--- config.mk ---
export PLATFORM = sky130hd
export DESIGN_NAME = delay_fifo_seq
export DESIGN_NICKNAME = d
export VERILOG_FILES = /design/src/rtl/delay_fifo_seq.sv
export SDC_FILE = /design/constraint.sdc
export NUM_CORES = 1
export LEC_CHECK = 0
export CAP_MARGIN = 20
export CORE_UTILIZATION = 43
export CTS_CLUSTER_SIZE = 10
export DETAILED_ROUTE_END_ITERATION = 6
export PLACE_DENSITY = 0.84
export SYNTH_ARGS = -nofsm -noshare
export SYNTH_HDL_FRONTEND = slang
export SYNTH_SLANG_ARGS = --single-unit
--- constraint.sdc ---
create_clock -name aclk -period 3.81 [get_ports aclk]
set_input_delay 0.762 -clock aclk [delete_from_list [all_inputs] [get_ports aclk]]
set_output_delay 0.762 -clock aclk [all_outputs]
set_load 0.005 [all_outputs]
--- src/rtl/delay_fifo_seq.sv ---
// delay_fifo_seq: burst sequencer feeding a delay_fifo from a source memory and framing the delayed return stream.
// Define DELAY_SEQ_TIMEOUT_EN to add a drain watchdog that aborts a burst whose returns stall.
module delay_fifo_seq #(
  parameter int DELAY_CYCLES = 1,
  parameter int BITWIDTH = 32,
  parameter int ADDRWIDTH = 4,
  parameter int LENWIDTH = ADDRWIDTH + 1
) (
  input  logic                 aclk,
  input  logic                 areset,
  input  logic                 start,
  input  logic [ADDRWIDTH-1:0] base_addr,
  input  logic [LENWIDTH-1:0]  len,
  output logic                 busy,
  output logic                 done,
  output logic                 err,
  output logic                 mem_rd,
  output logic [ADDRWIDTH-1:0] mem_addr,
  input  logic [BITWIDTH-1:0]  mem_rdata,
  output logic                 fifo_en,
  output logic [BITWIDTH-1:0]  fifo_din,
  output logic                 fifo_valid,
  input  logic [BITWIDTH-1:0]  fifo_dout,
  input  logic                 fifo_dvalid,
  output logic [BITWIDTH-1:0]  out_data,
  output logic                 out_valid,
  output logic                 out_last
);
  typedef enum logic [1:0] {IDLE, ISSUE, DRAIN, DONE} state_t;
  state_t state, state_nx;
  logic [ADDRWIDTH-1:0] base;
  logic [LENWIDTH-1:0] blen, issue_cnt, ret_cnt;
  logic rd_d1, active, accept, ret_ok, ovf, tmo;
  assign active = state == ISSUE || state == DRAIN;
  assign accept = state == IDLE && start;
  assign ret_ok = active && fifo_dvalid && ret_cnt != blen;
  assign ovf = active && fifo_dvalid && ret_cnt == blen;
  assign mem_rd = state == ISSUE;
  assign mem_addr = mem_rd ? base + issue_cnt[ADDRWIDTH-1:0] : '0;
  assign fifo_en = active;
  assign busy = state != IDLE;
  assign done = state == DONE;
`ifdef DELAY_SEQ_TIMEOUT_EN
  localparam int WDW = $clog2(DELAY_CYCLES + 6);
  logic [WDW-1:0] wd;
  // Counts silent cycles while words are outstanding; runs through ISSUE so a stall that starts early is caught.
  always_ff @(posedge aclk or posedge areset)
    if (areset) wd <= '0;
    else if (accept || fifo_dvalid) wd <= '0;
    else if (active && ret_cnt != blen) wd <= wd + WDW'(1);
  assign tmo = state == DRAIN && !fifo_dvalid && ret_cnt != blen && wd == WDW'(DELAY_CYCLES + 2);
`else
  assign tmo = 1'b0;
`endif
  always_comb begin
    state_nx = state;
    case (state)
      IDLE:  state_nx = start ? (len == '0 ? DONE : ISSUE) : IDLE;
      ISSUE: state_nx = issue_cnt == blen - LENWIDTH'(1) ? DRAIN : ISSUE;
      DRAIN: state_nx = ret_cnt == blen || tmo ? DONE : DRAIN;
      DONE:  state_nx = IDLE;
      default: state_nx = IDLE;
    endcase
  end
  always_ff @(posedge aclk or posedge areset)
    if (areset) begin
      state <= IDLE;
      base <= '0;
      blen <= '0;
      issue_cnt <= '0;
      ret_cnt <= '0;
      err <= 1'b0;
      rd_d1 <= 1'b0;
      fifo_valid <= 1'b0;
      fifo_din <= '0;
      out_data <= '0;
      out_valid <= 1'b0;
      out_last <= 1'b0;
    end else begin
      state <= state_nx;
      rd_d1 <= mem_rd;
      fifo_valid <= rd_d1;
      fifo_din <= rd_d1 ? mem_rdata : '0;
      out_data <= ret_ok ? fifo_dout : '0;
      out_valid <= ret_ok;
      out_last <= ret_ok && ret_cnt == blen - LENWIDTH'(1);
      if (accept) begin
        base <= base_addr;
        blen <= len;
        issue_cnt <= '0;
        ret_cnt <= '0;
        err <= 1'b0;
      end else begin
        if (mem_rd) issue_cnt <= issue_cnt + LENWIDTH'(1);
        if (ret_ok) ret_cnt <= ret_cnt + LENWIDTH'(1);
        if (ovf || tmo) err <= 1'b1;
      end
    end
endmodule
==> qor.txt, run 1 <==
Setup ws final: 815 ps
First-pass GRT wire length: 12600 um
IO buf count: 152
Status: finished clean
Placer Congestion: 0.746
Kind of critical path: reg -> out
Min cycle time layout: 2990 ps
Buffers and inverters on the worst path: 2
Synth Area per Inst: 12.1 um^2
Final setup viols: 0
Register area share after synthesis: 61.9%
Share of layout cells above drive strength 1: 4.62%
Initial Util: 44.3%
Post-Layout Cell Count: 560
I/O Pins: 153
DRT antenna net count: 0
Synth Instances: 301
Leading area contributor after synthesis: dfrtp_1
Pwr dens: 627 nW/um^2
Wire length per cell: 14.0 um
Slew headroom: 39.0%
Final WL: 7860 um
Worst path top cell family by delay: adder cells
P_leak: 2.44 nW
Synth top area share: 61.9%
Num CTS Buffers: 9
Register bit total from synthesis: 90
RSZ-0062 raised after global routing: no
Cts repair resizes: 0
Pin count of the biggest net entering global routing: 48
CP cell instances: ha_1 -> inv_1 -> fa_1 -> xnor2_1 -> and2_1 -> clkdlybuf4s50_1
Mapped Area: 3640 um^2
Max Freq: 0.334 GHz
Slowest CP cell: clkdlybuf4s50_1
Worst-path clk slew: 90 ps
Arr. time, crit path: 2230 ps
Largest stage delay, worst path: 500 ps
Max-slew violation count: 0
H-tree Lvls: 3
CTS tree: done
Clock sink count: 90
Vias in the first global route: 2693
Die X: 94.0 um
Core Footprint: 8220 um^2
Worst Setup End Kind: output pin
CTS Buffer Depth: 2
Total congestion overflow: 0
Half-perimeter wire length after placement: 5690 um
Asr flop ratio synth: 100%
Total iterations of the first detailed-routing run: 4
Final nets: 540
Most common cell after layout, fill and taps aside: clkdlybuf4s50_1
1st-iter DRT viols: 67
Syn Nets: 390
Drt drc: 0
Synth Flop Type: dfrtp_1
Period utilisation layout: 78.6%
Post-CTS setup buffer count: 0
# hold bufs at CTS: 0
Post-synth EDFFs: 0
Final-report hold violation count: 0
Initial antenna violation count: 0
Distinct cells, synth: 39
Syn-to-layout area delta: 49.2%
Syn. warnings: 0
GRT Total Usage: 18.6%
Post-route cell area: 5430 um^2
Die height: 94.0 um
N_diodes: 0
Max FO, Critical Path: 5
# rows: 33
Worst setup SP type: flop
Max-cap check violation count: 0
Worst slack at placement: 1190 ps
Fin Setup TNS: 0 ps
Die Area: 8830 um^2
CTS Root Cell: clkbuf_8
Worst skew pair latency: 340 ps
Via count: 2669
Vias/cell: 4.77
Crit path required time: 3050 ps
Util after Layout: 66.0%
Worst VDD drop: 0.402 mV
Most frequent cells in the layout: clkdlybuf4s50_1 (152), dfrtp_1 (90), and2_1 (69)
Cell count after placement: 545
Slew of the pin with the lowest slew margin: 908 ps
Clock skew: 12.0 ps
Dpl cell area: 5230 um^2
Synth top area cells: dfrtp_1 (62%), and2_1 (12%), ha_1 (3.8%), xnor2_1 (3.4%), nand2_1 (3.2%)
Worst min path class: reg -> reg
metrics by stage:
stage,hold slack (ps),power (mW)
after floorplan,412,2.12
after global placement,470,2.72
after detailed placement,486,2.77
after CTS,510,3.44
after global routing,553,3.64
final,505,3.40
logic make-up (layout without fill, tap and decap cells):
kind of cell             Yosys count  in the layout  synth area share [%]
AO/OA/AOI/OAI                     25             25                  5.09
XOR/XNOR                          21             21                  5.06
adder cells (fa/ha/maj)           12             12                  4.34
buffers and inverters             25            179                  3.48
flip-flops                        90             90                  61.9
multiplexers                       3              3                 0.826
AND/OR/NAND/NOR                  125            125                  19.3
layer usage:
layer	share of wire, %	up-vias	global-route usage, %
li1	-	1257	-
met1	39	1307	20.7
met2	53	97	34.5
met3	6.8	8	3.88
met4	0.73	0	6.67
met5	0	-	0
sequential cells by signal (all words and copies together) (netlist names):
name	count
base	4
blen	5
err	1
fifo_din	32
fifo_valid	1
issue_cnt	5
out_data	32
out_last	1
out_valid	1
rd_d1	1
ret_cnt	5
state	2
power by group:
group	internal, mW	switching [mW]	leakage [nW]	total [mW]
Sequential	1.21	0.182	1.19	1.39
Combinational	0.783	0.572	1.14	1.36
Clock	0.324	0.336	0.101	0.659
worst register-to-register path, delay by kind of cell, from the launching register on:
kind	cells	cell delay (ps)
AO/OA/AOI/OAI	3	760
adder cells (fa/ha/maj)	1	280
buffers and inverters	1	130
flip-flops	1	430
AND/OR/NAND/NOR	1	380
area by class of cell:
type                       instances  area (um^2)
timing repair buffer             153         1540
tap                              105          131
fill                             622         2790
multi-input combinational        186         1260
clock buffer                      10          138
inverter                          11         42.5
sequential                        90         2250
clock inverter                     5         62.6
cells in the mapped netlist (all sizes together) (2+ instances only):
cell type,n
nor2b,2
a21oi,7
inv,11
nand4,4
xor2,7
clkbuf,8
nor3b,2
xnor2,14
a2111o,2
dfrtp,90
nand2,31
and2,69
buf,6
mux2i,3
nor2,8
ha,11
o21ai,7
nand3,2
worst paths after layout:
path | startpoint | to | slack (ps) | cells past startpoint
max in group asynchronous | areset | out_data[14] | 2270 | 3
worst min register to register | base[0] | base[0] | 510 | 2
worst max-delay path | issue_cnt[0] | mem_addr[2] | 820 | 6
worst max register to register | blen[0] | state[0] | 1710 | 6
min in group asynchronous | areset | out_data[21] | 840 | 2
worst min-delay path | base[0] | base[0] | 510 | 2
(Power assumes the default switching activity.)
==> run 2: changes to the inputs <==
- clock period: 3.81 -> 2.9 ns (I/O delays scaled with it)
==> qor.txt, run 2 (same netlist as run 1, synthesis figures left out) <==
Status: finished clean (unchanged)
Via count: 2650 (was 2669)
Cts repair resizes: 0 (unchanged)
Biggest registers after layout: fifo_din (32), out_data (32) (unchanged)
Sequential share of power: 41.7% (was 40.8%)
DRT antenna net count: 0 (unchanged)
Core Footprint: 8220 um^2 (unchanged)
CTS Buffer Depth: 2 (unchanged)
Most common cell after layout, fill and taps aside: clkdlybuf4s50_1 (unchanged)
# rows: 33 (unchanged)
Crit path required time: 2320 ps (was 3050 ps)
Share of layout cells above drive strength 1: 5.69% (was 4.62%)
Fin Setup TNS: 0 ps (unchanged)
Min Hold Slack: 494 ps (was 505 ps)
Max FO, Critical Path: 5 (unchanged)
IO buf count: 152 (unchanged)
# hold bufs at CTS: 0 (unchanged)
Internal: 2.94 mW (was 2.31 mW)
Reg2reg path depth: 6 (unchanged)
Sw Ratio: 32.8% (was 32.0%)
P_leak: 2.42 nW (was 2.44 nW)
Slew headroom: 49.6% (was 39.0%)
H-tree Lvls: 3 (unchanged)
R2r setup slk: 850 ps (was 1710 ps)
Worst min path class: reg -> reg (unchanged)
Pin count of the biggest net entering global routing: 53 (was 48)
First-pass GRT wire length: 12100 um (was 12600 um)
Vias in the first global route: 2503 (was 2693)
Hold path endpoint: base[2] (was base[0])
Final-report hold violation count: 0 (unchanged)
Drt drc: 0 (unchanged)
N_diodes: 0 (unchanged)
Clock skew: 8.35 ps (was 12.0 ps)
Placer Congestion: 0.847 (was 0.746)
Worst hold stages: 2 (unchanged)
Clock sink count: 90 (unchanged)
Arr. time, crit path: 2200 ps (was 2230 ps)
Initial antenna violation count: 0 (unchanged)
Slew of the pin with the lowest slew margin: 755 ps (was 908 ps)
CTS tree: done (unchanged)
Net Sw Power: 1.44 mW (was 1.09 mW)
Worst VDD drop: 0.493 mV (was 0.402 mV)
Worst r2r src: blen[0] (unchanged)
Worst Setup End Kind: output pin (unchanged)
Num CTS Buffers: 9 (unchanged)
Worst hold path startpoint: base[2] (was base[0])
Half-perimeter wire length after placement: 5800 um (was 5690 um)
RSZ-0062 raised after global routing: no (unchanged)
Period utilisation layout: 95.8%
Die Area: 8830 um^2 (unchanged)
Initial Util: 44.3% (unchanged)
Final nets: 542 (was 540)
Total iterations of the first detailed-routing run: 4 (unchanged)
Vias/cell: 4.72 (was 4.77)
Kind of critical path: reg -> out (unchanged)
Worst-path clk slew: 90 ps (about the same)
Die height: 94.0 um (unchanged)
Wire length per cell: 14.1 um (was 14.0 um)
Final setup viols: 0 (unchanged)
Max Freq: 0.360 GHz
Max-slew violation count: 0 (unchanged)
CTS Root Cell: clkbuf_8 (unchanged)
Syn-to-layout area delta: 48.9% (was 49.2%)
R2r endpoint: state[1] (was state[0])
Most frequent cells in the layout: clkdlybuf4s50_1 (152), dfrtp_1 (88), and2_1 (69) (was clkdlybuf4s50_1 (152), dfrtp_1 (90), and2_1 (69))
Max-cap check violation count: 0 (unchanged)
Total congestion overflow: 0 (unchanged)
I/O Pins: 153 (unchanged)
Clk pwr share: 17.0% (was 19.4%)
Worst skew pair latency: 350 ps (was 340 ps)
Final WL: 7950 um (was 7860 um)
1st-iter DRT viols: 91 (was 67)
Min cycle time layout: 2780 ps
Post-CTS setup buffer count: 0 (unchanged)
Die X: 94.0 um (unchanged)
Worst setup SP type: flop (unchanged)
Comb pwr share: 41.3% (was 39.8%)
Pwr dens: 809 nW/um^2 (was 627 nW/um^2)
GRT Total Usage: 18.1% (was 18.6%)
Total power draw: 4.38 mW (was 3.40 mW)
run 2: cell count changes in the layout (fill, tap and decap cells not counted), moves of 2 or more:
cell	previous run	this run
buf_4	0	2
dfrtp_2	0	2
clkinvlp_4	1	3
dfrtp_1	90	88
run 2: cell type report:
| cell class | instances | area [um^2] |
|---|---|---|
| Tap cell | 105 | 131 |
| Sequential cell | 90 | 2250 |
| Inverter | 11 | 45.0 |
| Timing Repair Buffer | 155 | 1560 |
| Multi-Input combinational cell | 186 | 1260 |
| Clock buffer | 9 | 124 |
| Fill cell | 626 | 2800 |
| Clock inverter | 6 | 42.5 |
run 2: worst max path at each step:
stage,endpoint,depth (start not counted),startpoint,slack [ps]
finish,mem_addr[2],6,issue_cnt[0],120
floorplan,mem_addr[3],5,issue_cnt[1],1050
CTS,mem_addr[2],6,issue_cnt[0],40
detailed placement,mem_addr[2],6,issue_cnt[0],440
global placement,mem_addr[2],6,issue_cnt[0],510
global route,mem_addr[3],6,issue_cnt[1],20
run 2: layer usage:
| metal | wire, um | part of all wire, % | global-route usage, % |
|---|---|---|---|
| met5 | 0 | 0 | 0 |
| met4 | 115 | 1.4 | 6.41 |
| met3 | 470 | 5.9 | 4.29 |
| met2 | 4000 | 50 | 31.6 |
| met1 | 3360 | 42 | 21.9 |
run 2: critical path, cell delays in order (launching register included):
cell and delay, ps:
dfrtp_2 420, ha_1 190, inv_1 60, fa_1 380, xnor2_1 170, and2_1 130, clkdlybuf4s50_1 500
run 2: per-stage QoR:
step	setup slack (ps)	instances	utilization (%)	area, um^2
detailed placement	436	547	63.8	5240
global placement	514	547	63.8	5240
CTS	36.8	562	65.8	5410
global route	23.8	562	65.9	5420
finish	122	562	65.9	5420
floorplan	1050	301	-	3640
run 2: power by group through the flow:
stage	combinational, mW	sequential, mW	clock [mW]
final	1.81	1.83	0.744
after global placement	1.76	1.83	0
after floorplan	0.992	1.79	0
after global routing	1.99	1.87	0.821
after CTS	1.83	1.83	0.766
after detailed placement	1.81	1.85	0
==> variant 1, RTL diff (settings of run 1) <==
Change the parameter `ADDRWIDTH` from 4 to 3.
--- a/src/rtl/delay_fifo_seq.sv
+++ b/src/rtl/delay_fifo_seq.sv
@@ -3,7 +3,7 @@
 module delay_fifo_seq #(
   parameter int DELAY_CYCLES = 1,
   parameter int BITWIDTH = 32,
-  parameter int ADDRWIDTH = 4,
+  parameter int ADDRWIDTH = 3,
   parameter int LENWIDTH = ADDRWIDTH + 1
 ) (
   input  logic                 aclk,
Ports: changed (resized base_addr, len and mem_addr); port bits go from 153 to 150. No check against the original RTL was run, so the function may have changed too.
==> variant 1 against run 1 <==
  * Synthesized area fell by 11%
  * Count of clock-buffer cells in the layout did not move
  * Total power fell by 6.0%
  * First-iteration DRC count rose by 10%
  * Clock power fell by 3.9%
  * Sequential cell count fell by 4
  * Setup slack got worse by 0.15 ns
  * Critical endpoint unchanged
  * Design area fell by 7.1%
  * Die area fell by 11%
  * Critical path depth did not move
  * Wire length rose by 2.5%
  * Register-to-register slack improved by 0.08 ns
  * Sequential share of layout area rose by 1.2 points
  * Synthesized cell count fell by 15%
==> variant 1: results (changes against run 1) <==
r2r_start: "state[0]"
hp-start: "err"
outcome: "complete, no violations"
irDropWorstVdd_v: 0.0003882  # -3.3%
arrival_ns: 2.38  # +0.15 ns
grt_max_degree: 87  # +81%
drt_iter0_markers: 74  # +10%
whs_endpoint: "err"
hold_depth: 1  # -1
wl_um: 8060  # +2.5%
synth_common_cells: "dfrtp_1, and2_1, nand2_1, xnor2_1"
seq_area_frac_synth: 0.6654  # +0.04597
yosys-top-cells-area: "dfrtp_1, and2_1, ha_1"
grt.total_usage: 0.2113  # +0.02575
synthesis.nets: 341  # -13%
synth-compound-area-share: 0.02553  # -0.02540
routed_via_density: 4.550  # -4.5%
clkPwrFrac: 0.198  # +0.004
seqPwrFrac: 0.416  # +0.008
clock_skew_ns: 0.01035  # -0.001640 ns
dpl.hpwl_um: 6052  # +6.4%
drive_gt1_frac: 0.05072  # +0.004571
reg2reg_depth: 7  # +1
num-fill-cells: 481  # -23%
p_leak_nw: 2.291  # -6.0%
-- variant 1: cell count changes after synthesis, sizes merged, moves of 3 or more --
cell and change:
a21oi -5, xnor2 -3, o21ai -4, inv -4, nand2 -6, buf -4, dfrtp -4, a31o +3
-- variant 1: stage by stage --
step	hold slack, ns	instances	worst slack (ns)	instance area, µm²	utilization
6_report	0.5081	513	0.6696	5037	0.6945
3_5_place_dp	0.4870	497	1.051	4840	0.6672
5_1_grt	0.5415	513	0.5892	5037	0.6945
4_1_cts	0.5086	513	0.6529	5037	0.6945
3_3_place_gp	0.4698	497	1.103	4840	0.6672
2_1_floorplan	0.4125	256	0.8262	3234	-
-- variant 1: layout make-up --
type | instances | share of cell area
Sequential cell | 86 | 0.4272
Timing Repair Buffer | 152 | 0.3030
Multi-Input combinational cell | 153 | 0.2004
Clock buffer | 10 | 0.02534
Tap cell | 99 | 0.02459
Clock inverter | 6 | 0.01391
Inverter | 7 | 0.005464
-- variant 1: per-layer routing --
| layer | share of wire | up-vias | GRT usage | wire, µm |
|---|---|---|---|---|
| met5 | 0 | - | 0 | 0 |
| met4 | 0.024 | 0 | 0.08651 | 190 |
| met3 | 0.079 | 15 | 0.06343 | 638 |
| met2 | 0.52 | 94 | 0.3650 | 4162 |
| met1 | 0.38 | 1121 | 0.2457 | 3069 |
| li1 | - | 1104 | - | - |
-- variant 1: cells by family after synthesis --
group | count (synthesis)
flip-flops | 86
XOR/XNOR | 19
adder cells (fa/ha/maj) | 10
AO/OA/AOI/OAI | 11
AND/OR/NAND/NOR | 111
buffers and inverters | 17
multiplexers | 2
==> variant 2, RTL diff (config.mk and constraints of run 1) <==
Made on the original files. Put a register stage on the outputs `busy`, `done`, `mem_addr` and `fifo_en`. The values now appear one clock later. The other outputs are not delayed to match.
--- a/src/rtl/delay_fifo_seq.sv
+++ b/src/rtl/delay_fifo_seq.sv
@@ -36,10 +36,12 @@
   assign ret_ok = active && fifo_dvalid && ret_cnt != blen;
   assign ovf = active && fifo_dvalid && ret_cnt == blen;
   assign mem_rd = state == ISSUE;
-  assign mem_addr = mem_rd ? base + issue_cnt[ADDRWIDTH-1:0] : '0;
-  assign fifo_en = active;
-  assign busy = state != IDLE;
-  assign done = state == DONE;
+  always_ff @(posedge aclk) begin
+    busy     <= state != IDLE;
+    done     <= state == DONE;
+    mem_addr <= mem_rd ? base + issue_cnt[ADDRWIDTH-1:0] : '0;
+    fifo_en  <= active;
+  end
 `ifdef DELAY_SEQ_TIMEOUT_EN
   localparam int WDW = $clog2(DELAY_CYCLES + 6);
   logic [WDW-1:0] wd;
Check against the original RTL: not equivalent (a bounded check fails within 4 cycles, from zero or initial values and one cycle with areset high).
==> variant 2 against run 1 <==
  * Design area increased by 2.8%
  * Clock power increased by 14%
  * Total power up 10%
  * Critical endpoint is now mem_rd
  * Critical path depth is 3 lower
  * Setup slack improved by 0.27 ns
  * Largest power group unchanged
  * Wire length grew 7.5%
  * Sequential cell count rose by 7
  * Synthesized area increased by 2.5%
==> variant 2: results (changes against run 1) <==
timing.rr.end: "state[0]"
gp_congestion: 0.7763  # +4.0%
p_sw_frac: 0.3132  # -0.007036
place_ws_ns: 1.460  # +0.2685 ns
dpl.hpwl_um: 6293  # +11%
grt_max_degree: 56  # +17%
slew_headroom: 0.3701  # -0.02013
wl_met1_um: 3182  # +3.6%
hp-class: "reg -> reg"
post_dp_cell_area_um2: 5349  # +2.4%
routed_via_density: 4.739  # -0.56%
whs_endpoint: "base[0]"
wl_um: 8452  # +7.5%
endpoint: "mem_rd"
synthXorXnorAreaFrac: 0.05772  # +0.007133
post-place-cells: 548  # +0.55%
outcome: "complete, no violations"
grt_pass1_wl_um: 13170  # +4.6%
synth_common_cells: "dfrtp_1, and2_1, nand2_1, xor2_1"
hold_slack_ns: 0.4924  # -0.01273 ns
max_freq_mhz: 366.4  # +9.7%
drt_iter0_markers: 149  # +120%
synth_ff_type: "dfrtp_1"
yosys_warnings: 0  # unchanged
via_count: 2673  # +0.15%
syn_inst: 301  # unchanged
clkPwrFrac: 0.200  # +0.006
synth-compound-area-share: 0.04027  # -0.01066
synth_mux_area_frac: 0.005369  # -0.002890
syn_to_final_growth_pct: 49.60
wl_met3_um: 671  # +26%
clock_skew_ns: 0.01448  # +0.002492 ns
powerDensity_nw_per_um2: 671.5  # +7.1%
finalNetCount: 543  # +0.56%
p_leak_nw: 2.531  # +3.8%
grt.total_usage: 0.1941  # +0.008567
clkLatencyLatePin_ns: 0.36  # +0.02 ns
reg2reg_depth: 7  # +1
async_flop_share: 0.9278  # -0.07216
yosys-top-cells-area: "dfrtp_1, and2_1, dfxtp_1"
yosys.area_share.adder: 0.04228  # -0.001077
irDropWorstVdd_v: 0.0002743  # -32%
detailroute.wirelength.met2_um: 4447  # +5.9%
grt_antenna_before_repair: 0  # unchanged
arrival_ns: 1.97  # -0.26 ns
cp_top_family: "buffers and inverters"
p_seq_mw: 1.55  # +12%
startpoint: "state[1]"
seq_area_frac_synth: 0.6416  # +0.02220
crit_fanout: 13  # +8
max_stage_delay_ns: 0.60  # +0.10 ns
reg2reg_slack_ns: 1.82  # +0.11 ns
synth_cell_types: 37  # -5.1%
drive_gt1_frac: 0.04575  # -0.0004022
synthesis.nets: 390  # unchanged
variant 2: cell count changes after synthesis, sizes merged, moves of 3 or more:
cell and delta:
dfxtp +7, nand2 -5, xor2 +5, xnor2 -4
nor2 +3
variant 2: cells by family (layout without fill, tap and decap cells):
kind of cell	count (synthesis)	after routing
and+or+nand+nor	121	121
DFF	97	97
buffers and inverters	24	182
xor gates and xnor gates	23	23
AOI/OAI and AO/OA	22	22
adders and majority gates	12	12
muxes	2	2
variant 2: metal layers:
layer | track usage | up-vias
met3 | 0.04944 | 17
met4 | 0.07828 | 0
li1 | - | 1257
met5 | 0 | -
met2 | 0.3494 | 109
met1 | 0.2176 | 1290
variant 2: final cells by class:
type / instances / area (µm²)
Sequential cell: 97 / 2392
Timing Repair Buffer: 155 / 1556
Multi-Input combinational cell: 180 / 1226
Clock inverter: 5 / 87.58
Clock buffer: 11 / 141.4
Inverter: 11 / 42.54
Tap cell: 105 / 131.4
Fill cell: 597 / 2721
